File: config.mk
export PLATFORM = sky130hd
export DESIGN_NAME = fetch_queue
export DESIGN_NICKNAME = d
export VERILOG_FILES = /design/src/rtl/mips_core_pkg.sv /design/src/rtl/fetch_fifo.sv /design/src/rtl/fetch_queue.sv
export SDC_FILE = /design/constraint.sdc
export NUM_CORES = 1
export LEC_CHECK = 0
export CELL_PAD_IN_SITES_DETAIL_PLACEMENT = 0
export CELL_PAD_IN_SITES_GLOBAL_PLACEMENT = 2
export CORE_MARGIN = 2
export CORE_UTILIZATION = 25
export DETAILED_ROUTE_END_ITERATION = 16
export GPL_TIMING_DRIVEN = 1
export PLACE_DENSITY_LB_ADDON = 0.1
export SYNTH_ARGS = -nofsm -noshare
export SYNTH_HDL_FRONTEND = slang
export SYNTH_SLANG_ARGS = --single-unit
File: constraint.sdc
create_clock -name clk -period 6.13 [get_ports clk]
set_clock_uncertainty 0.2 [all_clocks]
set_input_delay 0.9195 -clock clk [delete_from_list [all_inputs] [get_ports clk]]
set_output_delay 0.9195 -clock clk [all_outputs]
set_load 0.005 [all_outputs]
File: src/rtl/mips_core_pkg.sv
// Shared fetch-path types: queue entry layout and thread-id width helper.
// Word widths default to 32 bits unless the surrounding build defines them.
`ifndef DATA_WIDTH
`define DATA_WIDTH 32
`endif
`ifndef ADDR_WIDTH
`define ADDR_WIDTH 32
`endif

package mips_core_pkg;

   typedef struct packed {
      logic [`DATA_WIDTH-1:0] data;
      logic [`ADDR_WIDTH-1:0] pc;
   } fetch_entry_t;

   function automatic int tid_width(input int n);
      return (n > 1) ? $clog2(n) : 1;
   endfunction

   localparam int THREAD_ID_W = tid_width(2);

endpackage

File: src/rtl/fetch_fifo.sv
// Single-thread instruction FIFO: head entry visible combinationally, push->head 1 cycle.
// Full is from the registered count only; flush clears the queue and discards same-cycle push/pop.
module fetch_fifo
   import mips_core_pkg::*;
#(
   parameter int  DEPTH = 4,
   localparam int CNT_W = $clog2(DEPTH + 1),
   localparam int PTR_W = $clog2(DEPTH)
) (
   input  logic         clk,
   input  logic         rst_n,
   input  logic         push,
   input  logic         pop,
   input  logic         flush,
   input  fetch_entry_t push_entry,
   output logic         full,
   output logic         empty,
   output fetch_entry_t head_entry
);

   fetch_entry_t     mem [DEPTH];
   logic [PTR_W-1:0] head;
   logic [PTR_W-1:0] tail;
   logic [CNT_W-1:0] count;
   logic             do_push;
   logic             do_pop;

   assign full       = (count == CNT_W'(DEPTH));
   assign empty      = (count == '0);
   assign do_push    = push & ~full & ~flush;
   assign do_pop     = pop & ~empty & ~flush;
   assign head_entry = mem[head];

   // Power-of-2 depth lets the pointers wrap naturally.
   always_ff @(posedge clk) begin
      if (!rst_n || flush) begin
         head  <= '0;
         tail  <= '0;
         count <= '0;
      end else begin
         if (do_push) tail <= tail + 1'b1;
         if (do_pop)  head <= head + 1'b1;
         case ({do_push, do_pop})
            2'b10:   count <= count + 1'b1;
            2'b01:   count <= count - 1'b1;
            default: count <= count;
         endcase
      end
   end

   always_ff @(posedge clk) begin
      if (do_push) mem[tail] <= push_entry;
   end

endmodule

File: src/rtl/fetch_queue.sv
// Per-thread fetch queues with round-robin issue to decode; push->issue 1 cycle, full per thread.
// FETCH_QUEUE_BYPASS_EN adds a 0-cycle path when all queues are empty and decode is ready.
module fetch_queue
   import mips_core_pkg::*;
#(
   parameter int  NUM_THREADS = 2,
   parameter int  QUEUE_DEPTH = 4,
   localparam int TID_W       = tid_width(NUM_THREADS)
) (
   input  logic                   clk,
   input  logic                   rst_n,
   input  logic                   i_valid,
   input  logic [`DATA_WIDTH-1:0] i_data,
   input  logic [`ADDR_WIDTH-1:0] i_pc,
   input  logic [TID_W-1:0]       i_tid,
   input  logic [NUM_THREADS-1:0] i_flush,
   output logic [NUM_THREADS-1:0] o_full,
   output logic                   o_valid,
   output logic [`DATA_WIDTH-1:0] o_data,
   output logic [`ADDR_WIDTH-1:0] o_pc,
   output logic [TID_W-1:0]       o_tid,
   input  logic                   i_ready
);

   fetch_entry_t           head_entry [NUM_THREADS];
   fetch_entry_t           in_entry;
   fetch_entry_t           cur_entry;
   fetch_entry_t           last_entry;
   logic [NUM_THREADS-1:0] empty;
   logic [NUM_THREADS-1:0] push;
   logic [NUM_THREADS-1:0] pop;
   logic [TID_W-1:0]       rr;
   logic [TID_W-1:0]       sel;
   logic [TID_W-1:0]       cur_tid;
   logic [TID_W-1:0]       last_tid;
   logic                   any_valid;
   logic                   bypass;
   logic                   xfer;

   assign in_entry = '{data: i_data, pc: i_pc};

`ifdef FETCH_QUEUE_BYPASS_EN
   assign bypass = (&empty) & i_valid & ~i_flush[i_tid] & i_ready;
`else
   assign bypass = 1'b0;
`endif

   assign xfer = o_valid & i_ready;

   for (genvar t = 0; t < NUM_THREADS; t++) begin : g_thread
      assign push[t] = i_valid & ~bypass & (i_tid == TID_W'(t));
      assign pop[t]  = xfer & ~bypass & (sel == TID_W'(t));

      fetch_fifo #(.DEPTH(QUEUE_DEPTH)) u_fifo (
         .clk        (clk),
         .rst_n      (rst_n),
         .push       (push[t]),
         .pop        (pop[t]),
         .flush      (i_flush[t]),
         .push_entry (in_entry),
         .full       (o_full[t]),
         .empty      (empty[t]),
         .head_entry (head_entry[t])
      );
   end

   // Scan downward so the non-empty thread nearest the rr pointer is the last to win.
   always_comb begin
      sel       = rr;
      any_valid = 1'b0;
      for (int k = NUM_THREADS - 1; k >= 0; k--) begin
         if (!empty[(int'(rr) + k) % NUM_THREADS]) begin
            sel       = TID_W'((int'(rr) + k) % NUM_THREADS);
            any_valid = 1'b1;
         end
      end
   end

   always_comb begin
      cur_entry = head_entry[sel];
      cur_tid   = sel;
      o_valid   = any_valid;
      if (bypass) begin
         cur_entry = in_entry;
         cur_tid   = i_tid;
         o_valid   = 1'b1;
      end
   end

   assign o_data = o_valid ? cur_entry.data : last_entry.data;
   assign o_pc   = o_valid ? cur_entry.pc   : last_entry.pc;
   assign o_tid  = o_valid ? cur_tid        : last_tid;

   always_ff @(posedge clk) begin
      if (!rst_n) begin
         rr         <= '0;
         last_entry <= '0;
         last_tid   <= '0;
      end else begin
         if (xfer) rr <= TID_W'((int'(cur_tid) + 1) % NUM_THREADS);
         if (o_valid) begin
            last_entry <= cur_entry;
            last_tid   <= cur_tid;
         end
      end
   end

endmodule
==> reports/metrics.cfg, run 1 <==
[setup_path]
cp.buffers_inverters=1
cp_slowest_cell=nand2_4
crit_required_ns=5.01
cp_slowest_stage_delay_ns=0.96
worstPathArrival_ns=3.74
cp_top_family=simple AND/OR/NAND/NOR gates
cp_max_fo=64
path_class=register to output pin
start_kind=register
path_cells=or3_4 -> nand2_4 -> o22ai_1 -> nor2_1 -> clkdlybuf4s50_1
setup.worst_path.end_class=output pin

[detailed_routing]
wire_per_inst_um=23.6
dr.pass1.iters=4
viasPerCell=4.34
vias=11600
drt_iter0_markers=670
drt-total-wl_mm=63.1
postRouteAntennaNets=0
remaining_drc_errors=0

[yosys]
avgSynthCellArea_um2=19.2
synthMuxAreaShare=0.159
synth.yosys.seq_area_share=0.736
yosysWarningCount=0
syn_nets=1291
synth_top_family_by_area=multiplexers
synth-seq-cells=596
synthTopCellsByArea=edfxtp_1 66%, mux4_2 12%, dfxtp_1 7.3%, mux2_2 2.3%, nor3b_1 2.1%
synth_xor_area_frac=0.00378
synth-simple-area-share=0.0537
yosys.area.top_type=edfxtp_1
yosys.area_share.adder=0.00712
syn_area_mm2=0.0232
syn-instance-count=1208
synth_compound_area_frac=0.0208
synth_top_area_frac=0.663
synth_cell_types=33

[placed_design]
io_buffers=138
place_hpwl_mm=36.1
gp_congestion=0.658

[clocking]
htree_levels=3
insertion_delay_ns=0.59
cts_setup_buffers=0
path_clk_slew_ns=0.06
cts_sinks=596
numCtsBuffers=71
hold_buffers=0
cts_tree=built
cts_buffer_depth=3
post_cts_resized=0
cts-root-buf=clkbuf_16

[die]
start_util=0.253
io-pin-count=139
die_area_mm2=0.0952
die_height_um=309
core_area_mm2=0.0918
core.rowCount=111
die_w_um=309

[timing]
fin_crit_sh=0.793
period_minus_slack_ns=4.86
finalSetupTns_ns=0
finalHoldViolCount=0
timing.final.max_slew_violations=0
max_slew_margin=0.212
fmax_ghz=0.206
worst_pin_slew_ns=1.18
whs_ns=0.325
setup_violations=0
rsz0062_at_grt=false

[power_and_ir_drop]
power_density_mw_per_mm2=314
cellLeakagePower_uw=0.00873
vdd_drop_max_uv=162

[grt]
grt_use_total=0.134
grt_max_degree=69
grt_overflow=0
antenna_found_initial=4
grt_pass1_wl_mm=91.3
grt_pass1_vias=12500

[layout]
antennaDiodeCount=0
multiInputGateArea_mm2=0.00570
ff_latch_area_mm2=0.0171
nFillCells=8953
finalNetCount=1462
final_layout_size_suffix_gt1_frac=0.244
area_delta_synth_final_pct=21.2

[run_status]
run_status=complete, no violations

[worst_hold_path]
hold_path_class=register to register

[run]
max-cap-violations=0

state kept, by name, summed over array words and instances, names as in the netlist, named ones only:
signal                 flops
g_thread.u_fifo.head       4
rr                         1
last_tid                   1
g_thread.u_fifo.tail       4
g_thread.u_fifo.mem      512
last_entry                64
g_thread.u_fifo.count      6
worst reg2reg max path: cells and delay by family, from the launching register on:
family                   cells  cell delay (ns)
adder cells (fa/ha/maj)      2             0.57
flip-flops                   1             0.40
AND/OR/NAND/NOR              3             1.06
AO/OA/AOI/OAI                2             0.63
XOR/XNOR                     1             0.17
buffers and inverters        2             0.88
cell usage after synthesis:
master       n
edfxtp_1   512
nor2_1     130
mux4_2     128
dfxtp_1     84
nor3b_1     66
o22ai_1     64
mux2_2      47
buf_2       21
clkbuf_1    17
mux2_4      17
nor2_2      17
buf_4       16
inv_1       13
ha_1        10
and2_1       9
buf_6        9
xor2_1       8
a21oi_1      5
nand2_1      5
buf_1        4
or3_1        4
nor3_1       3
o21ai_0      3
fa_1         2
mux2i_1      2
nand2b_1     2
o2111ai_1    2
o211ai_1     2
xnor2_1      2
clkbuf_2     1
nand2_4      1
nor4b_2      1
o21ai_2      1
stage by stage:
step           instances   util  power [uW]  setup WS (ns)  cell area, um^2
6_report            2673  0.306        8810           1.27            28100
5_1_grt             2673  0.306        9170           1.06            28100
4_1_cts             2673  0.306        8990           1.12            28100
3_5_place_dp        2549  0.283        5010           1.77            26000
3_3_place_gp        2549  0.283        5010           1.84            26000
2_1_floorplan       1208      -        4750           2.49            23200
kinds of logic (layout without fill, tap and decap cells):
group / Yosys count / in the layout
AND/OR/NAND/NOR: 238 / 238
flip-flops: 596 / 596
buffers and inverters: 81 / 303
multiplexers: 194 / 194
adder cells (fa/ha/maj): 12 / 12
AO/OA/AOI/OAI: 77 / 77
XOR/XNOR: 10 / 10
final timing paths:
path / start / depth (start not counted) / slack, ns / to
max: g_thread[0].u_fifo.count[2] / 5 / 1.27 / o_pc[7]
min: g_thread[0].u_fifo.count[2] / 2 / 0.32 / g_thread[0].u_fifo.count[2]
max reg2reg: g_thread[0].u_fifo.count[0] / 10 / 2.14 / g_thread[0].u_fifo.count[2]
min reg2reg: g_thread[0].u_fifo.count[2] / 2 / 0.32 / g_thread[0].u_fifo.count[2]
routing by layer:
layer | up-vias | track usage | routed length [um]
li1 | 5165 | - | -
met1 | 6116 | 0.190 | 30200
met2 | 224 | 0.213 | 29500
met3 | 80 | 0.0233 | 2290
met4 | 4 | 0.0356 | 1050
met5 | - | 0 | 25
cell usage in the layout (no fill, tap or decap), types with 3 or more instances in the layout:
cell and n:
nor3b_1 66, o22ai_1 64, buf_4 29, clkbuf_1 21, and2_4 8, inv_1 13
nand2_1 5, nor3_1 3, nor2_1 130, dfxtp_1 80, o21ai_0 3, clkbuf_16 73
mux2_2 47, edfxtp_1 512, xor2_1 8, clkinv_2 14, clkdlybuf4s50_1 137, ha_1 10
clkbuf_8 6, a21oi_1 5, mux2_4 17, nor2_2 17, mux4_2 128, dfxtp_4 4
clkinv_1 9
cell type report:
type,count,share of cell area
repair buffers,166,0.0566
clock inverters,24,0.00477
multi-input cells,531,0.203
clock buffers,100,0.0708
inverters,13,0.00174
well taps,1243,0.0554
flip-flops and latches,596,0.608
power breakdown:
group	internal, uW	switching [uW]	total (uW)	leakage (uW)
clock	2290	1610	3900	0.00105
sequential	4460	14.8	4470	0.00531
combinational	209	233	442	0.00237
(Power assumes the default switching activity.)
==> run 2: changes to the inputs <==
==> constraint.sdc (replaced) <==
create_clock -name clk -period 4.7 [get_ports clk]
set_clock_uncertainty 0.2 [all_clocks]
set_input_delay 0.705 -clock clk [delete_from_list [all_inputs] [get_ports clk]]
set_output_delay 0.705 -clock clk [all_outputs]
set_load 0.005 [all_outputs]
==> run 2 against run 1 <==
Final cell count grew 0.71%. Highest routed layer unchanged. Largest cell class unchanged. Routed wire length grew 2.5%. Via count grew 2.2%. Die area is the same.
==> reports/metrics.cfg, run 2 (same netlist as run 1, synthesis figures left out) <==
[setup_path]
cp_slowest_stage_delay_ns=0.61  ; was 0.96 ns
worstPathArrival_ns=3.33  ; was 3.74 ns
setup.worst_path.end_class=output pin  ; unchanged
crit_top_cell=buf_4
path_cells=or3_4 -> nand2_4 -> buf_4 -> buf_4 -> o22ai_1 -> nor2_1 -> clkdlybuf4s50_1  ; was or3_4 -> nand2_4 -> o22ai_1 -> nor2_1 -> clkdlybuf4s50_1
r2r_cells=10  ; unchanged
path_class=register to output pin  ; unchanged
cp_max_fo=25  ; was 64
cp_slowest_cell=or3_4  ; was nand2_4
start_kind=register  ; unchanged
crit_required_ns=3.80  ; was 5.01 ns

[placed_design]
gp_congestion=0.662  ; was 0.658
place_hpwl_mm=37.2  ; was 36.1 mm
io_buffers=138  ; unchanged
placed_cells=2564  ; was 2549
dpl_cell_area_mm2=0.0262  ; was 0.0260 mm^2

[power_and_ir_drop]
combPwrFrac=0.050  ; about the same
vdd_drop_max_uv=246  ; was 162 uV
pwr-share-seq=0.501  ; was 0.507
p_sw_uw=2460  ; was 1860 uW
power_density_mw_per_mm2=409  ; was 314 mW/mm^2
intPower_uw=9170  ; was 6950 uW
totalPowerFinal_uw=11600  ; was 8810 uW
p_clk_frac=0.449  ; was 0.442
cellLeakagePower_uw=0.00886  ; was 0.00873 uW
p_sw_frac=0.212  ; was 0.211

[detailed_routing]
drt-total-wl_mm=64.7  ; was 63.1 mm
vias=11800  ; was 11600
dr.pass1.iters=4  ; unchanged
wire_per_inst_um=24.0  ; was 23.6 um
viasPerCell=4.40  ; was 4.34
postRouteAntennaNets=0  ; unchanged
remaining_drc_errors=0  ; unchanged
drt_iter0_markers=722  ; was 670

[clocking]
cts_tree=built  ; unchanged
cts_buffer_depth=3  ; unchanged
insertion_delay_ns=0.60  ; was 0.59 ns
post_cts_resized=0  ; unchanged
cts_sinks=596  ; unchanged
cts-root-buf=clkbuf_16  ; unchanged
path_clk_slew_ns=0.06  ; about the same
numCtsBuffers=71  ; unchanged
cts_setup_buffers=0  ; unchanged
htree_levels=3  ; unchanged
hold_buffers=0  ; unchanged

[timing]
setup_violations=0  ; unchanged
rsz0062_at_grt=false  ; unchanged
period_minus_slack_ns=4.23
finalSetupTns_ns=0  ; unchanged
fmax_ghz=0.236
max_slew_margin=0.356  ; was 0.212
fin_crit_sh=0.901
worst_pin_slew_ns=0.958  ; was 1.18 ns
finalHoldViolCount=0  ; unchanged
timing.final.max_slew_violations=0  ; unchanged

[layout]
finalNetCount=1477  ; was 1462
nFillCells=8907  ; was 8953
top_regs=g_thread.u_fifo.mem: 512 flops, last_entry: 64 flops, g_thread.u_fifo.count: 6 flops  ; unchanged
multiInputGateArea_mm2=0.00570  ; unchanged
regMostFlops=g_thread.u_fifo.mem  ; unchanged
area_delta_synth_final_pct=22.7  ; was 21.2%
antennaDiodeCount=0  ; unchanged
final_layout_size_suffix_gt1_frac=0.254  ; was 0.244
finalInstanceArea_mm2=0.0284  ; was 0.0281 mm^2
final_common_cell=edfxtp_1  ; unchanged
ff_latch_area_mm2=0.0171  ; unchanged
final_cell_mix=512 x edfxtp_1, 137 x clkdlybuf4s50_1, 130 x nor2_1, 128 x mux4_2, 80 x dfxtp_1  ; unchanged
largest_reg_flops=512  ; unchanged
finalNonFillerCells=2692  ; was 2673

[grt]
grt_overflow=0  ; unchanged
antenna_found_initial=6  ; was 4
grt_pass1_vias=12700  ; was 12500
grt_use_total=0.137  ; was 0.134
grt_max_degree=65  ; was 69
grt_pass1_wl_mm=93.1  ; was 91.3 mm

[die]
start_util=0.253  ; unchanged
die_area_mm2=0.0952  ; unchanged
die_height_um=309  ; unchanged
die_w_um=309  ; unchanged
io-pin-count=139  ; unchanged
core.rowCount=111  ; unchanged
core_area_mm2=0.0918  ; unchanged

[run_status]
run_status=complete, no violations  ; unchanged

[worst_hold_path]
hold_depth=2  ; unchanged
hold_path_class=register to register  ; unchanged

[run]
max-cap-violations=0  ; unchanged

-- run 2: changes by cell type in the layout (fill, tap and decap cells not counted), sizes merged --
| cell | previous run | this run |
|---|---|---|
| buf | 29 | 44 |
| clkinv | 23 | 18 |
| clkinvlp | 0 | 3 |
| clkbuf | 100 | 101 |
| inv | 13 | 17 |
| bufinv | 1 | 2 |
-- run 2: metrics by stage --
step / hold slack, ns / util / setup WS (ns)
2_1_floorplan: 0.275 / - / 1.28
6_report: 0.322 / 0.310 / 0.466
4_1_cts: 0.321 / 0.310 / 0.332
3_5_place_dp: 0.311 / 0.286 / 0.991
5_1_grt: 0.354 / 0.310 / 0.229
3_3_place_gp: 0.298 / 0.286 / 1.03
-- run 2: worst paths after layout --
kind                                             startpoint                           to  slack (ns)
worst min register to register  g_thread[0].u_fifo.count[2]  g_thread[0].u_fifo.count[2]        0.32
worst max-delay path            g_thread[0].u_fifo.count[0]                   o_data[25]        0.47
worst max register to register  g_thread[0].u_fifo.count[0]  g_thread[0].u_fifo.count[2]        1.36
worst min-delay path            g_thread[0].u_fifo.count[2]  g_thread[0].u_fifo.count[2]        0.32
-- run 2: power by group through the flow --
stage	logic [uW]	clock network, uW	registers [uW]
floorplan	255	0	5940
finish	585	5220	5830
CTS	605	5440	5830
global placement	599	0	5940
global route	644	5650	5830
detailed placement	602	0	5940
-- run 2: final cells by class --
| class | count | area share |
|---|---|---|
| multi-input combinational | 531 | 0.201 |
| clock inverter | 27 | 0.00700 |
| inverter | 13 | 0.00172 |
| clock buffer | 101 | 0.0705 |
| sequential | 596 | 0.600 |
| tap | 1243 | 0.0547 |
| timing repair buffer | 181 | 0.0651 |
-- run 2: per-layer routing --
metal | GRT usage | part of all wire | vias up
li1 | - | - | 5208
met1 | 0.195 | 0.48 | 6310
met2 | 0.217 | 0.46 | 248
met3 | 0.0259 | 0.044 | 74
met4 | 0.0347 | 0.014 | 8
met5 | 0 | 0.00093 | -
-- run 2: critical path: cells and delay by family, from the launching register on --
kind                   cells  cell delay [ns]
AOI/OAI and AO/OA          1             0.10
and+or+nand+nor            3             1.21
buffers and inverters      3             1.06
DFF                        1             0.35
